--- src/rtl/deser_nx_param_if.sv ---
// Beat-in / word-out bundle of the narrow-to-wide deserializer.
// The driver of beats uses master; the deserializer uses slave.
interface deser_nx_param_if #(
  parameter int IN_W  = 8,
  parameter int RATIO = 4
);
  localparam int OUT_W = IN_W * RATIO;
  localparam int CW    = $clog2(RATIO + 1);

  logic [IN_W-1:0]  data_in;
  logic             valid_in;
  logic             sof_in;
  logic             flush_in;
  logic [OUT_W-1:0] data_out;
  logic             valid_out;
  logic             partial_out;
  logic [CW-1:0]    lanes_out;
  logic             err_align;

  modport master (
    output data_in, valid_in, sof_in, flush_in,
    input  data_out, valid_out, partial_out, lanes_out, err_align
  );

  modport slave (
    input  data_in, valid_in, sof_in, flush_in,
    output data_out, valid_out, partial_out, lanes_out, err_align
  );
endinterface

--- src/rtl/deser_nx_param.sv ---
// Packs RATIO consecutive IN_W-bit beats into one OUT_W-bit word, with
// sof alignment, partial flush, optional gap abort and a held output word.
module deser_nx_param #(
  parameter int IN_W      = 8,
  parameter int RATIO     = 4,
  parameter int MSB_FIRST = 1,
  parameter int GAP_RESET = 0
) (
  input  logic             clk_4f,
  input  logic             reset_L,
  deser_nx_param_if.slave  bus
);
  localparam int OUT_W = IN_W * RATIO;
  localparam int CW    = $clog2(RATIO + 1);

  logic [CW-1:0]    r_idx;
  logic [OUT_W-1:0] r_asm;
  logic [OUT_W-1:0] r_dataOut;
  logic             r_validOut;
  logic             r_partialOut;
  logic [CW-1:0]    r_lanesOut;
  logic             r_errAlign;

  logic             w_sofBeat;
  logic [CW-1:0]    w_lane;
  logic [OUT_W-1:0] w_merged;
  logic [CW-1:0]    w_filled;
  logic             w_full;
  logic             w_flushEmit;
  logic             w_emit;
  logic             w_gapAbort;
  logic             w_sofAbort;

  // A qualified sof restarts assembly at lane 0 on a clean register, so the
  // merged word is built from either the held partial or from zero.
  always_comb begin
    w_sofBeat = bus.valid_in & bus.sof_in;
    w_lane    = w_sofBeat ? '0 : r_idx;
    w_merged  = w_sofBeat ? '0 : r_asm;
    if (bus.valid_in) begin
      for (int k = 0; k < RATIO; k++) begin
        if (w_lane == CW'(k)) begin
          if (MSB_FIRST != 0)
            w_merged[OUT_W-1-k*IN_W -: IN_W] = bus.data_in;
          else
            w_merged[k*IN_W +: IN_W] = bus.data_in;
        end
      end
    end
  end

  // Lanes occupied once this cycle's beat (if any) has landed; a flush is
  // judged against this count so that a flush on the last beat is a full word.
  always_comb begin
    w_filled = r_idx;
    if (bus.valid_in)
      w_filled = w_lane + CW'(1);
    w_full      = bus.valid_in && (w_filled == CW'(RATIO));
    w_flushEmit = bus.flush_in && (w_filled != '0) && (w_filled != CW'(RATIO));
    w_emit      = w_full || w_flushEmit;
    w_sofAbort  = w_sofBeat && (r_idx != '0);
    w_gapAbort  = (GAP_RESET != 0) && !bus.valid_in && !bus.flush_in &&
                  (r_idx != '0);
  end

  always_ff @(posedge clk_4f) begin
    if (!reset_L) begin
      r_idx        <= '0;
      r_asm        <= '0;
      r_dataOut    <= '0;
      r_validOut   <= 1'b0;
      r_partialOut <= 1'b0;
      r_lanesOut   <= '0;
      r_errAlign   <= 1'b0;
    end else begin
      r_validOut <= w_emit;
      r_errAlign <= w_sofAbort || w_gapAbort;
      if (w_emit) begin
        r_dataOut    <= w_merged;
        r_lanesOut   <= w_filled;
        r_partialOut <= !w_full;
        r_idx        <= '0;
        r_asm        <= '0;
      end else if (bus.valid_in) begin
        r_idx <= w_filled;
        r_asm <= w_merged;
      end else if (w_gapAbort) begin
        r_idx <= '0;
        r_asm <= '0;
      end
    end
  end

  assign bus.data_out    = r_dataOut;
  assign bus.valid_out   = r_validOut;
  assign bus.partial_out = r_partialOut;
  assign bus.lanes_out   = r_lanesOut;
  assign bus.err_align   = r_errAlign;
endmodule

--- src/flat_wrapper.sv ---
// flat-port wrapper written by rule: the top's interface ports become plain ports
module deser_nx_param_flat 
#(
  parameter int IN_W      = 8,
  parameter int RATIO     = 4,
  parameter int MSB_FIRST = 1,
  parameter int GAP_RESET = 0
)
  (clk_4f, reset_L, bus_data_in, bus_valid_in, bus_sof_in, bus_flush_in, bus_data_out, bus_valid_out, bus_partial_out, bus_lanes_out, bus_err_align);
  deser_nx_param_if #(.IN_W(IN_W), .RATIO(RATIO)) bus_i ();
  input  logic clk_4f;
  input  logic reset_L;
  input wire logic [$bits(bus_i.data_in)-1:0] bus_data_in;
  input wire logic [$bits(bus_i.valid_in)-1:0] bus_valid_in;
  input wire logic [$bits(bus_i.sof_in)-1:0] bus_sof_in;
  input wire logic [$bits(bus_i.flush_in)-1:0] bus_flush_in;
  output wire logic [$bits(bus_i.data_out)-1:0] bus_data_out;
  output wire logic [$bits(bus_i.valid_out)-1:0] bus_valid_out;
  output wire logic [$bits(bus_i.partial_out)-1:0] bus_partial_out;
  output wire logic [$bits(bus_i.lanes_out)-1:0] bus_lanes_out;
  output wire logic [$bits(bus_i.err_align)-1:0] bus_err_align;
  assign bus_i.data_in = bus_data_in;
  assign bus_i.valid_in = bus_valid_in;
  assign bus_i.sof_in = bus_sof_in;
  assign bus_i.flush_in = bus_flush_in;
  assign bus_data_out = bus_i.data_out;
  assign bus_valid_out = bus_i.valid_out;
  assign bus_partial_out = bus_i.partial_out;
  assign bus_lanes_out = bus_i.lanes_out;
  assign bus_err_align = bus_i.err_align;
  deser_nx_param #(.IN_W(IN_W), .RATIO(RATIO), .MSB_FIRST(MSB_FIRST), .GAP_RESET(GAP_RESET)) u_core (.clk_4f(clk_4f), .reset_L(reset_L), .bus(bus_i));
endmodule
--- config.mk ---
export PLATFORM = sky130hd
export DESIGN_NAME = deser_nx_param_flat
export DESIGN_NICKNAME = d
export VERILOG_FILES = /design/src/rtl/deser_nx_param_if.sv /design/src/rtl/deser_nx_param.sv /design/src/flat_wrapper.sv
export SDC_FILE = /design/constraint.sdc
export NUM_CORES = 1
export LEC_CHECK = 0
export BUFFER_PORTS_ARGS = -buffer_cell sky130_fd_sc_hd__clkbuf_2
export CAP_MARGIN = 20
export CORE_AREA = 8 8 75 94
export CTS_CLUSTER_DIAMETER = 150
export DETAILED_ROUTE_END_ITERATION = 16
export DIE_AREA = 0 0 83 102
export PLACE_DENSITY = 0.8
export REMOVE_ABC_BUFFERS = 1
export SYNTH_ARGS = -nofsm -noshare
export SYNTH_HDL_FRONTEND = slang
export SYNTH_SLANG_ARGS = --single-unit
export TNS_END_PERCENT = 20
--- constraint.sdc ---
create_clock -name clk_4f -period 2.7 [get_ports clk_4f]
set_input_delay 0.675 -clock clk_4f [delete_from_list [all_inputs] [get_ports clk_4f]]
set_output_delay 0.675 -clock clk_4f [all_outputs]
set_load 0.01 [all_outputs]
-- Yosys cells after proc, flatten, opt, wreduce, memory -nomap -nowiden
Cells that the tools add are included.
W data, S select, Z words.
- flip-flop bits (word level): 73
- bits of input ports: 13
- output and inout port bits: 38
- word-level logic and storage cells: 33
- add/sub/neg operators: 1
- eq/ne operators: 5
- multiplexer cells: 8
- bitwise logic cells: 2
- reductions and logical operators: 10
- operators with widths (cell ; count):
    $mux W32 ; 2
    $mux W8 ; 3
    $mux W16 ; 1
    $eq A3 B2 Y1 const B ; 2
    $mux W3 ; 2
    $reduce_bool A3 Y1 ; 2
    $logic_and A1 B1 Y1 ; 4
    $add A3 B1 Y3 const B ; 1
    $eq A3 B1 Y1 const B ; 1
    $eq A3 B3 Y1 const B ; 1
    $logic_not A3 Y1 ; 1
    $ne A3 B3 Y1 const B ; 1
    $reduce_or A2 Y1 ; 1
    $and A1 B1 Y1 ; 1
    $logic_not A1 Y1 ; 1
    $logic_or A1 B1 Y1 ; 1
    $not A1 Y1 ; 1

-- Depth between registers and ports, before layout
Gate-level depths: netlist of run 1.
- word-level depth: 9
- gate-level depth with buffers: 11
- gate-level depth less buffers: 7

-- Least setup slack after synthesis of run 1
Ideal clock, no wire load.
- kind: input port to flip-flop
- start: in bus_sof_in
- end: reg u_core.r_asm[1]
- setup time: 66 ps
- data arrival time: 2448 ps
- required time: 2634 ps
- slack: 186 ps
- stages on the path: 11
- buffers on the path: 4
- path through: buf_6 > nand2_1 > clkbuf_1 > and2_1 > ha_1 > nand4b_1 > o311a_4 > or3b_1 > buf_6 > buf_8 > nor2_1
- word-level cells in the longest chain between the ends: 9
- elaborated cells on any way between the ends: 16
- classes of those cells: add/sub (1); eq/ne (3); mux (5); bitwise (1); reduce/logical (6)
- ends and longest elaborated chain (item ; RTL line ; source):
    start, declared ; flat_wrapper.sv:15 ; input wire logic [$bits(bus_i.sof_in)-1:0] bus_sof_in;
    $and A1 B1 Y1 * ; deser_nx_param.sv:37 ; w_sofBeat = bus.valid_in & bus.sof_in;
    $mux W3 ; deser_nx_param.sv:38 ; w_lane = w_sofBeat ? '0 : r_idx;
    $add A3 B1 Y3 ; deser_nx_param.sv:57 ; w_filled = w_lane + CW'(1);
    $mux W3 ; deser_nx_param.sv:56 ; if (bus.valid_in)
    $reduce_bool A3 Y1 ; deser_nx_param.sv:59 ; w_flushEmit = bus.flush_in && (w_filled != '0) && (w_filled != CW'(RATIO));
    $logic_and A1 B1 Y1 (2 in series) ; deser_nx_param.sv:59 ;
    $logic_or A1 B1 Y1 ; deser_nx_param.sv:60 ; w_emit = w_full || w_flushEmit;
    $reduce_or A2 Y1 (no source line) ; - ;
    end signal, assigned ; deser_nx_param.sv:86 ; r_asm <= w_merged;
    end, declared ; deser_nx_param.sv:17 ; logic [OUT_W-1:0] r_asm;
Mark *: on every way between the ends. The rest lies on a longest branch, timed or not.
A chain may end at the register's enable or synchronous reset.

-- Worst setup path in the final report of run 1
- start: in bus_sof_in
- end: reg u_core.r_asm[18]
The elaborated chain is that of the path after synthesis.

==> results of run 1 <==
-- where the power goes --
group	switching, uW	internal [uW]	total [uW]
Sequential	13.3	1100	1120
Combinational	111	70.8	181
Clock	414	388	802
Total	538	1560	2100
-- area by class of cell --
class	count	share of cell area
tap	66	0.02581
clock inverter	5	0.01173
clock buffer	11	0.04732
sequential	73	0.4568
multi-input combinational	155	0.3473
timing repair buffer	63	0.1087
inverter	2	0.002346
-- kinds of logic (layout without fill, tap and decap cells) --
| kind of cell | after synthesis | after routing | share of synthesized area |
|---|---|---|---|
| AOI/OAI and AO/OA | 52 | 52 | 0.1647 |
| adders and majority gates | 2 | 2 | 0.009249 |
| buffers and inverters | 19 | 81 | 0.04903 |
| DFF | 73 | 73 | 0.5402 |
| muxes | 24 | 24 | 0.08881 |
| and+or+nand+nor | 77 | 77 | 0.1480 |
-- per-stage QoR --
stage          hold WS, ns  instance area [um^2]
4_1_cts             0.4691                  3199
5_1_grt             0.4774                  3199
3_3_place_gp        0.4431                  3010
2_1_floorplan       0.4604                  2580
3_5_place_dp        0.4453                  3010
6_report            0.4637                  3199
-- metal layers --
metal / track usage / vias up / wire, um / share of wire
met5: 0 / - / 0 / 0
met1: 0.1519 / 927 / 2547 / 0.43
met4: 0.08537 / 0 / 142 / 0.024
met2: 0.2518 / 46 / 2916 / 0.49
met3: 0.04545 / 10 / 315 / 0.053
li1: - / 989 / - / -
-- sequential cells by signal, indices dropped and copies added, names as in the netlist --
signal / flops
u_core.r_asm: 32
u_core.r_idx: 3
u_core.bus.lanes_out: 3
u_core.bus.err_align: 1
u_core.bus.data_out: 32
u_core.bus.valid_out: 1
u_core.bus.partial_out: 1
-- layout by cell type, fill, tap and decap left out, drive strengths merged, types with 2 or more instances in the layout --
cell type | Yosys | final
dfxtp | 73 | 73
nand2 | 6 | 6
buf | 12 | 13
a22oi | 8 | 8
clkinvlp | 0 | 2
ha | 2 | 2
o2bb2ai | 35 | 35
mux2i | 24 | 24
nor3b | 2 | 2
clkbuf | 5 | 61
and2 | 26 | 26
inv | 2 | 4
o21ai | 6 | 6
nor2 | 36 | 36
-- worst paths after layout --
| check | startpoint | to | cells past startpoint |
|---|---|---|---|
| setup / recovery | bus_sof_in | u_core.r_asm[18]$_SDFFE_PP0P_ | 9 |
| hold / removal | u_core.bus.data_out[16]$_SDFFE_PN0P_ | u_core.bus.data_out[16]$_SDFFE_PN0P_ | 1 |
| setup reg to reg | u_core.r_idx[0]$_SDFFE_PP0P_ | u_core.r_asm[18]$_SDFFE_PP0P_ | 7 |
| hold reg to reg | u_core.bus.data_out[16]$_SDFFE_PN0P_ | u_core.bus.data_out[16]$_SDFFE_PN0P_ | 1 |
==> summary.txt, run 1 <==
Yosys
  • Ys async rst share: 0
  • Yosys top cell by area: dfxtp_1
  • Synth unique cells: 31
  • Predominant post-synthesis flop cell: dfxtp_1
  • EDFF count, synth: 0
  • Sequential-to-total area share from yosys stat: 0.5402
  • Post-Synthesis Cell Area: 0.002705 mm^2
  • Count leader, synth: dfxtp_1
  • Mean area per synthesized cell: 10.95 um^2
  • Yosys warning count: 0
  • Post-synth top cells: dfxtp_1, nor2_1, o2bb2ai_1, and2_1, mux2i_1
  • Ranking of synthesized cells by area: dfxtp_1, o2bb2ai_1, mux2i_1, and2_1, nor2_1
  • Seq cells post-synth: 73
  • Synth top area share: 0.5402
  • Cells after Synth: 247

Routing
  • Avg WL per Cell: 15.79 um
  • Residual DRC: 0
  • Drt pass-1 iters: 4
  • Routed wire length: 5.921 mm
  • Starting DRT DRC Count: 73
  • Vias per cell: 5.259
  • Antenna Nets Post-Route: 0
  • Vias: 1972

Run status
  • Status: completed

STA
  • Setup TNS: 0 ns
  • Final setup vio count: 0
  • Hold Fails Final Rpt: 0
  • Rel. slew slack: 0.5378
  • Slew @ Worst Pin: 0.6913 ns
  • RSZ-0062 raised after global routing: no
  • Pins over their slew limit: 0
  • Post-route minimum period: 2.198 ns
  • Setup WS post-layout: 0.5019 ns
  • Max Clock Skew: 0.005771 ns
  • Max Fclk: 454.9 MHz
  • Final period util: 0.8141

Setup path
  • Critical Path End Type: register
  • Crit path max fanout: 16
  • Slack of the worst reg-to-reg path: 0.65 ns
  • Crit-path slowest cell: or3b_1
  • Worst EP required: 2.98 ns
  • Startpoint types: input port
  • Crit path kind: input port to register
  • Crit path buf inv count: 2
  • Critical path cell sequence: clkbuf_2 > nand2_1 > and2_1 > ha_1 > nand4b_1 > o311a_4 > or3b_1 > buf_4 > nor2_1
  • CP peak stage delay: 0.48 ns
  • Crit path arrival time: 2.48 ns
  • Crit path max-delay family: simple AND/OR/NAND/NOR gates

Die
  • Initial Util: 0.4810
  • CORE AREA: 0.005624 mm^2
  • Row count: 31
  • Die width: 83 um
  • Die height: 102 um
  • Die area: 0.008466 mm^2
  • IO Count: 51

Clocking
  • H-tree Lvls: 3
  • Post_cts resized: 0
  • Root Driver: clkbuf_8
  • Clk sinks: 73
  • Cts bufs inserted: 9
  • Clock slew at reported path FFs: 0.08 ns
  • Setup bufs post-CTS: 0
  • Hold-fix buffers, CTS: 0
  • CTS tree: done
  • Clk_lat worst skew: 0.35 ns
  • Clock Tree Buf Depth: 2

Global routing
  • GRT Util Overall: 0.1449
  • First-pass GRT wire length: 9.832 mm
  • Largest net degree at the start of global routing: 22
  • Vias in the first global route: 2050
  • Initial antenna violation count: 0
  • Grt total ovfl: 0

Power
  • Pleak: 0.001428 uW
  • Total power: 2099 uW
  • PD cells: 656.1 mW/mm^2
  • Maximum VDD drop: 0.4167 mV

Job
  • Maxcap violations: 0

Final layout
  • Layout Cells excl Fill: 375
  • Final core utilization: 0.5689
  • Syn-to-layout area delta: 18.27%
  • Area of the multi-input gates: 0.001111 mm^2
  • ANT cells: 0
  • NumNets Final: 319
  • FF+latch area: 0.001461 mm^2
  • Layout cells sized above 1: 0.2783
  • Layout filler cell count: 498

Place
  • Gpl congestion: 0.7500
  • IO Port Bufs: 50
  • Dpl cells: 359
  • Final HPWL DP: 4.144 mm
  • Post-place setup slack: 0.1697 ns

Worst hold path
  • Worst Hold Class: register to register
(Power assumes the default switching activity.)
==> run 2, diff against run 1 <==
Clock period 2.7 ns to 2.15 ns, I/O delays scaled along.
==> run 2 against run 1 <==
Effect of this change:
- sequential power is 25% higher
- register-to-register slack got worse by 0.45 ns
- sequential cell count is the same
- highest routed layer unchanged
- critical path type unchanged
- worst hold slack gained 0.0015 ns
- largest power group unchanged
- global-route usage up 0.18 points
- final cell count increased by 1.1%
- critical path depth is 1 higher
==> summary.txt, run 2 (synthesis results as in run 1) <==
Run status
  • Status: completed

Routing
  • Antenna Nets Post-Route: 0 (unchanged)
  • Starting DRT DRC Count: 179 (+150%)
  • Avg WL per Cell: 16.04 um (+1.6%)
  • Drt pass-1 iters: 4 (unchanged)
  • Residual DRC: 0 (unchanged)
  • Vias: 2016 (+2.2%)
  • Vias per cell: 5.319 (+1.2%)
  • Routed wire length: 6.080 mm (+2.7%)

Place
  • Final HPWL DP: 4.152 mm (+0.20%)
  • Gpl congestion: 0.7827 (+4.4%)
  • Post-Place Cell Area: 0.003065 mm^2 (+1.8%)
  • Dpl cells: 363 (+1.1%)
  • IO Port Bufs: 50 (unchanged)
  • Post-place setup slack: -0.1482 ns (-0.3179 ns)

Final layout
  • Final core utilization: 0.5815 (+0.01268)
  • Fin area: 0.003271 mm^2 (+2.2%)
  • Most frequent cells in the layout: dfxtp_1, clkbuf_2, nor2_1, o2bb2ai_1, and2_1
  • ANT cells: 0 (unchanged)
  • Layout cells sized above 1: 0.2907 (+0.01242)
  • NumNets Final: 323 (+1.3%)
  • Commonest non-fill, non-tap cell in the layout: dfxtp_1
  • Syn-to-layout area delta: 20.91%
  • Layout Cells excl Fill: 379 (+1.1%)

STA
  • Rel. slew slack: 0.5156 (-0.02223)
  • Post-route minimum period: 1.968 ns
  • Hold Fails Final Rpt: 0 (unchanged)
  • Pins over their slew limit: 0 (unchanged)
  • Setup TNS: 0 ns (unchanged)
  • Setup WS post-layout: 0.1822 ns (-0.3197 ns)
  • Slew @ Worst Pin: 0.7245 ns (+0.03324 ns)
  • RSZ-0062 raised after global routing: no
  • Max Clock Skew: 0.008453 ns (+0.002683 ns)
  • Final setup vio count: 0 (unchanged)
  • Final period util: 0.9152
  • Max Fclk: 508.2 MHz

Die
  • Initial Util: 0.4810 (unchanged)
  • CORE AREA: 0.005624 mm^2 (unchanged)
  • Die height: 102 um (unchanged)
  • Die width: 83 um (unchanged)
  • Die area: 0.008466 mm^2 (unchanged)
  • IO Count: 51 (unchanged)
  • Row count: 31 (unchanged)

Power
  • PD cells: 837.0 mW/mm^2 (+28%)
  • Net switching power: 681.8 uW (+27%)
  • Part of the power in registers: 0.512 (-0.019)
  • Switch share: 0.2491 (-0.007215)
  • Maximum VDD drop: 0.4200 mV (+0.80%)
  • Clock share of power: 0.399 (+0.017)
  • Pint: 2056 uW (+32%)
  • Power share of the combinational group: 0.089 (+0.003)
  • Pleak: 0.001471 uW (+3.0%)

Setup path
  • Worst EP required: 2.43 ns (-0.55 ns)
  • Reg2reg start: u_core.r_idx[1]$_SDFFE_PP0P_
  • Worst setup startpoint: bus_sof_in
  • Critical Path End Type: register
  • Crit path max fanout: 10 (-6)
  • Startpoint types: input port
  • Crit path arrival time: 2.25 ns (-0.23 ns)
  • Crit path kind: input port to register

Clocking
  • CTS tree: done
  • H-tree Lvls: 3 (unchanged)
  • Clock Tree Buf Depth: 2 (unchanged)
  • Root Driver: clkbuf_8
  • Cts bufs inserted: 9 (unchanged)
  • Clock slew at reported path FFs: 0.08 ns (about the same)
  • Clk sinks: 73 (unchanged)
  • Hold-fix buffers, CTS: 0 (unchanged)
  • Clk_lat worst skew: 0.35 ns (about the same)

Global routing
  • Grt total ovfl: 0 (unchanged)
  • GRT Util Overall: 0.1467 (+0.001828)
  • First-pass GRT wire length: 9.949 mm (+1.2%)
  • Vias in the first global route: 2076 (+1.3%)
  • Largest net degree at the start of global routing: 31 (+41%)
  • Initial antenna violation count: 0 (unchanged)

Job
  • Maxcap violations: 0 (unchanged)

Worst hold path
  • Worst Hold Class: register to register
  • Critical hold path startpoint: u_core.bus.data_out[9]$_SDFFE_PN0P_
-- run 2: changes by cell type in the layout (fill, tap and decap cells not counted), moves of 2 or more --
cell	before	now
clkinvlp_4	2	0
buf_12	0	2
clkinv_4	0	2
buf_4	13	15
-- run 2: repair_timing --
action                     4_1_cts  5_1_grt
setup endpoints to repair        0        2
gates resized for setup          0        1
setup buffers                    0        0
-- run 2: path summary, 6_finish.rpt --
kind | cells past startpoint | slack, ns | to
setup / recovery | 10 | 0.18 | u_core.r_asm[25]$_SDFFE_PP0P_
hold / removal | 1 | 0.47 | u_core.bus.data_out[9]$_SDFFE_PN0P_
setup reg to reg | 7 | 0.20 | u_core.r_asm[25]$_SDFFE_PP0P_
hold reg to reg | 1 | 0.47 | u_core.bus.data_out[9]$_SDFFE_PN0P_
-- run 2: per-layer routing --
metal | routed length (um) | global-route usage | up-vias
met5 | 0 | 0 | -
met4 | 160 | 0.09892 | 0
met3 | 272 | 0.04067 | 12
met2 | 2944 | 0.2488 | 43
met1 | 2703 | 0.1575 | 969
li1 | - | - | 992
-- run 2: cell type report --
type,count,area (um^2)
fillers,470,2354
flip-flops and latches,73,1463
multi-input cells,155,1111
repair buffers,67,402.9
clock buffers,10,137.6
well taps,66,82.58
clock inverters,6,66.31
inverters,2,7.507
-- run 2: critical path, cell delays in order --
cell and delay, ns:
clkbuf_2 0.09, nand2_1 0.08, and2_1 0.17, ha_1 0.31, nand4b_1 0.13, nor2_1 0.06
buf_4 0.15, or3b_1 0.41, buf_4 0.20, nor2_1 0.11
-- run 2: stage by stage --
step / hold slack, ns / total power (uW)
2_1_floorplan: 0.4604 / 1557
3_3_place_gp: 0.4431 / 1670
3_5_place_dp: 0.4466 / 1677
4_1_cts: 0.4694 / 2755
5_1_grt: 0.4818 / 2833
6_report: 0.4653 / 2738
-- run 2: power by group through the flow --
stage               Clock [uW]  Sequential (uW)  Combinational, uW
detailed placement           0             1430                244
global placement             0             1430                238
global route              1160             1410                265
finish                    1090             1400                245
floorplan                    0             1440                119
CTS                       1110             1400                246
==> run 3, diff against run 2 <==
Settings changed: CORE_AREA 8 8 75 94 to 8 8 73 91, DIE_AREA 0 0 83 102 to 0 0 81 99, PLACE_DENSITY 0.8 to 0.85.
==> run 3 against run 2 <==
Effect of this change:
- clock skew is 0.0012 ns lower
- clock power is 6% lower
- sequential share of layout area is 0.39 points higher
- design area is 0.96% lower
- highest routed layer unchanged
==> summary.txt, run 3 (synthesis results as in run 1) <==
STA
  • Setup WS post-layout: 0.1664 ns (-0.01582 ns)
  • Final setup vio count: 0 (unchanged)
  • RSZ-0062 raised after global routing: no
  • Slew @ Worst Pin: 0.7028 ns (-0.02172 ns)
  • Hold_ws: 0.4615 ns (-0.003758 ns)
  • Max Clock Skew: 0.007213 ns (-0.001240 ns)
  • Pins over their slew limit: 0 (unchanged)
  • Rel. slew slack: 0.5301 (+0.01452)
  • Post-route minimum period: 1.984 ns (+0.01582 ns)
  • Final period util: 0.9226 (+0.007360)
  • Max Fclk: 504.1 MHz (-0.80%)
  • Hold Fails Final Rpt: 0 (unchanged)

Routing
  • Routed wire length: 5.774 mm (-5.0%)
  • Antenna Nets Post-Route: 0 (unchanged)
  • Drt pass-1 iters: 4 (unchanged)
  • Vias per cell: 5.316 (about the same)
  • Vias: 2004 (-0.60%)
  • Residual DRC: 0 (unchanged)
  • Starting DRT DRC Count: 135 (-25%)
  • Avg WL per Cell: 15.32 um (-4.5%)

Setup path
  • Critical Path End Type: register
  • Crit path arrival time: 2.25 ns (about the same)
  • Crit path max-delay family: simple AND/OR/NAND/NOR gates
  • Worst EP required: 2.42 ns (about the same)
  • Critical path cell sequence: clkbuf_2 > nand2_1 > and2_1 > ha_1 > nand4b_1 > nor2_1 > buf_4 > or3b_1 > buf_12 > nor2_1
  • Crit path buf inv count: 3 (unchanged)
  • Crit path kind: input port to register
  • Most frequent CP cell: nor2_1
  • Worst Reg-to-Reg Cells: 8 (+1)
  • Crit path depth: 10 (unchanged)
  • Crit-path slowest cell: or3b_1
  • Startpoint types: input port
  • CP peak stage delay: 0.40 ns (about the same)
  • Crit path max fanout: 35 (+25)

Final layout
  • Layout cells sized above 1: 0.2780 (-0.01278)
  • Commonest non-fill, non-tap cell in the layout: dfxtp_1
  • Fin area: 0.003239 mm^2 (-0.96%)
  • Most frequent cells in the layout: dfxtp_1, clkbuf_2, nor2_1, o2bb2ai_1, and2_1
  • Final core utilization: 0.6164 (+0.03489)
  • Syn-to-layout area delta: 19.75%
  • ANT cells: 0 (unchanged)
  • NumNets Final: 323 (unchanged)
  • Layout filler cell count: 440 (-6.4%)

Power
  • Maximum VDD drop: 0.5755 mV (+37%)
  • Total power: 2662 uW (-2.7%)
  • PD cells: 821.9 mW/mm^2 (-1.8%)
  • Pleak: 0.001456 uW (-1.0%)

Die
  • IO Count: 51 (unchanged)
  • Die height: 99 um (-2.9%)
  • CORE AREA: 0.005255 mm^2 (-6.6%)
  • Die area: 0.008019 mm^2 (-5.3%)
  • Die width: 81 um (-2.4%)
  • Initial Util: 0.5148 (+0.03378)
  • Row count: 30 (-3.2%)

Job
  • Maxcap violations: 0 (unchanged)

Clocking
  • Hold-fix buffers, CTS: 0 (unchanged)
  • H-tree Lvls: 3 (unchanged)
  • Cts bufs inserted: 9 (unchanged)
  • Clock Tree Buf Depth: 2 (unchanged)
  • Clk_lat worst skew: 0.34 ns (about the same)
  • Clk sinks: 73 (unchanged)
  • Clock slew at reported path FFs: 0.07 ns (about the same)
  • CTS tree: done
  • Setup bufs post-CTS: 0 (unchanged)
  • Post_cts resized: 0 (unchanged)
  • Root Driver: clkbuf_8

Place
  • Post-Place Cell Area: 0.003050 mm^2 (-0.49%)
  • Post-place setup slack: -0.1666 ns (-0.01841 ns)
  • Final HPWL DP: 4.076 mm (-1.8%)
  • Gpl congestion: 0.7744 (-1.1%)
  • IO Port Bufs: 50 (unchanged)

Global routing
  • Grt total ovfl: 0 (unchanged)
  • Largest net degree at the start of global routing: 36 (+16%)
  • Initial antenna violation count: 0 (unchanged)
  • GRT Util Overall: 0.1530 (+0.006285)
  • Vias in the first global route: 2023 (-2.6%)
  • First-pass GRT wire length: 9.618 mm (-3.3%)

Worst hold path
  • Worst Hold Class: register to register
  • Hold path depth: 1 (unchanged)

Run status
  • Status: completed
[run 3: changes by cell type in the layout (fill, tap and decap cells not counted)]
cell      change
dfxtp_1       +1
clkbuf_1      +3
buf_4         +1
buf_12        -1
clkinv_4      -2
dfxtp_2       -1
inv_6         -1
[run 3: worst paths after layout]
check             slack, ns                                start                                   to
hold reg to reg        0.46  u_core.bus.data_out[5]$_SDFFE_PN0P_  u_core.bus.data_out[5]$_SDFFE_PN0P_
setup reg to reg       0.17         u_core.r_idx[0]$_SDFFE_PP0P_        u_core.r_asm[16]$_SDFFE_PP0P_
hold / removal         0.46  u_core.bus.data_out[5]$_SDFFE_PN0P_  u_core.bus.data_out[5]$_SDFFE_PN0P_
setup / recovery       0.17                           bus_sof_in        u_core.r_asm[16]$_SDFFE_PP0P_
[run 3: worst reg2reg max path, cell delays in order, from the launching register on]
cell and delay, ns:
dfxtp_1 0.46, and2_1 0.17, ha_1 0.23, nand4b_1 0.13, nor2_1 0.06, buf_4 0.15
or3b_1 0.40, buf_12 0.19, nor2_1 0.13
[run 3: routing by layer]
layer / global-route usage / routed length, um
met5: 0 / 0
met4: 0.06621 / 102
met3: 0.04645 / 265
met2: 0.2605 / 3016
met1: 0.1682 / 2390
[run 3: area by class of cell]
class	instances	area (um^2)	area share
clock buffer	13	148.9	0.04596
tap	64	80.08	0.02472
inverter	2	7.507	0.002317
multi-input combinational	155	1111	0.3430
timing repair buffer	67	390.4	0.1205
sequential	73	1461	0.4511
clock inverter	3	40.04	0.01236
[run 3: where the power goes]
part | switching, uW | internal, uW | total [uW]
clock network | 459 | 566 | 1020
registers | 16.6 | 1390 | 1400
logic | 139 | 96.4 | 236
total | 615 | 2050 | 2660
[run 3: per-stage QoR]
stage | TNS, ns | std cells
final | 0 | 377
after global routing | 0 | 377
after CTS | 0 | 377
after detailed placement | -9.953 | 361
after global placement | -8.018 | 361
after floorplan | -37.02 | 230
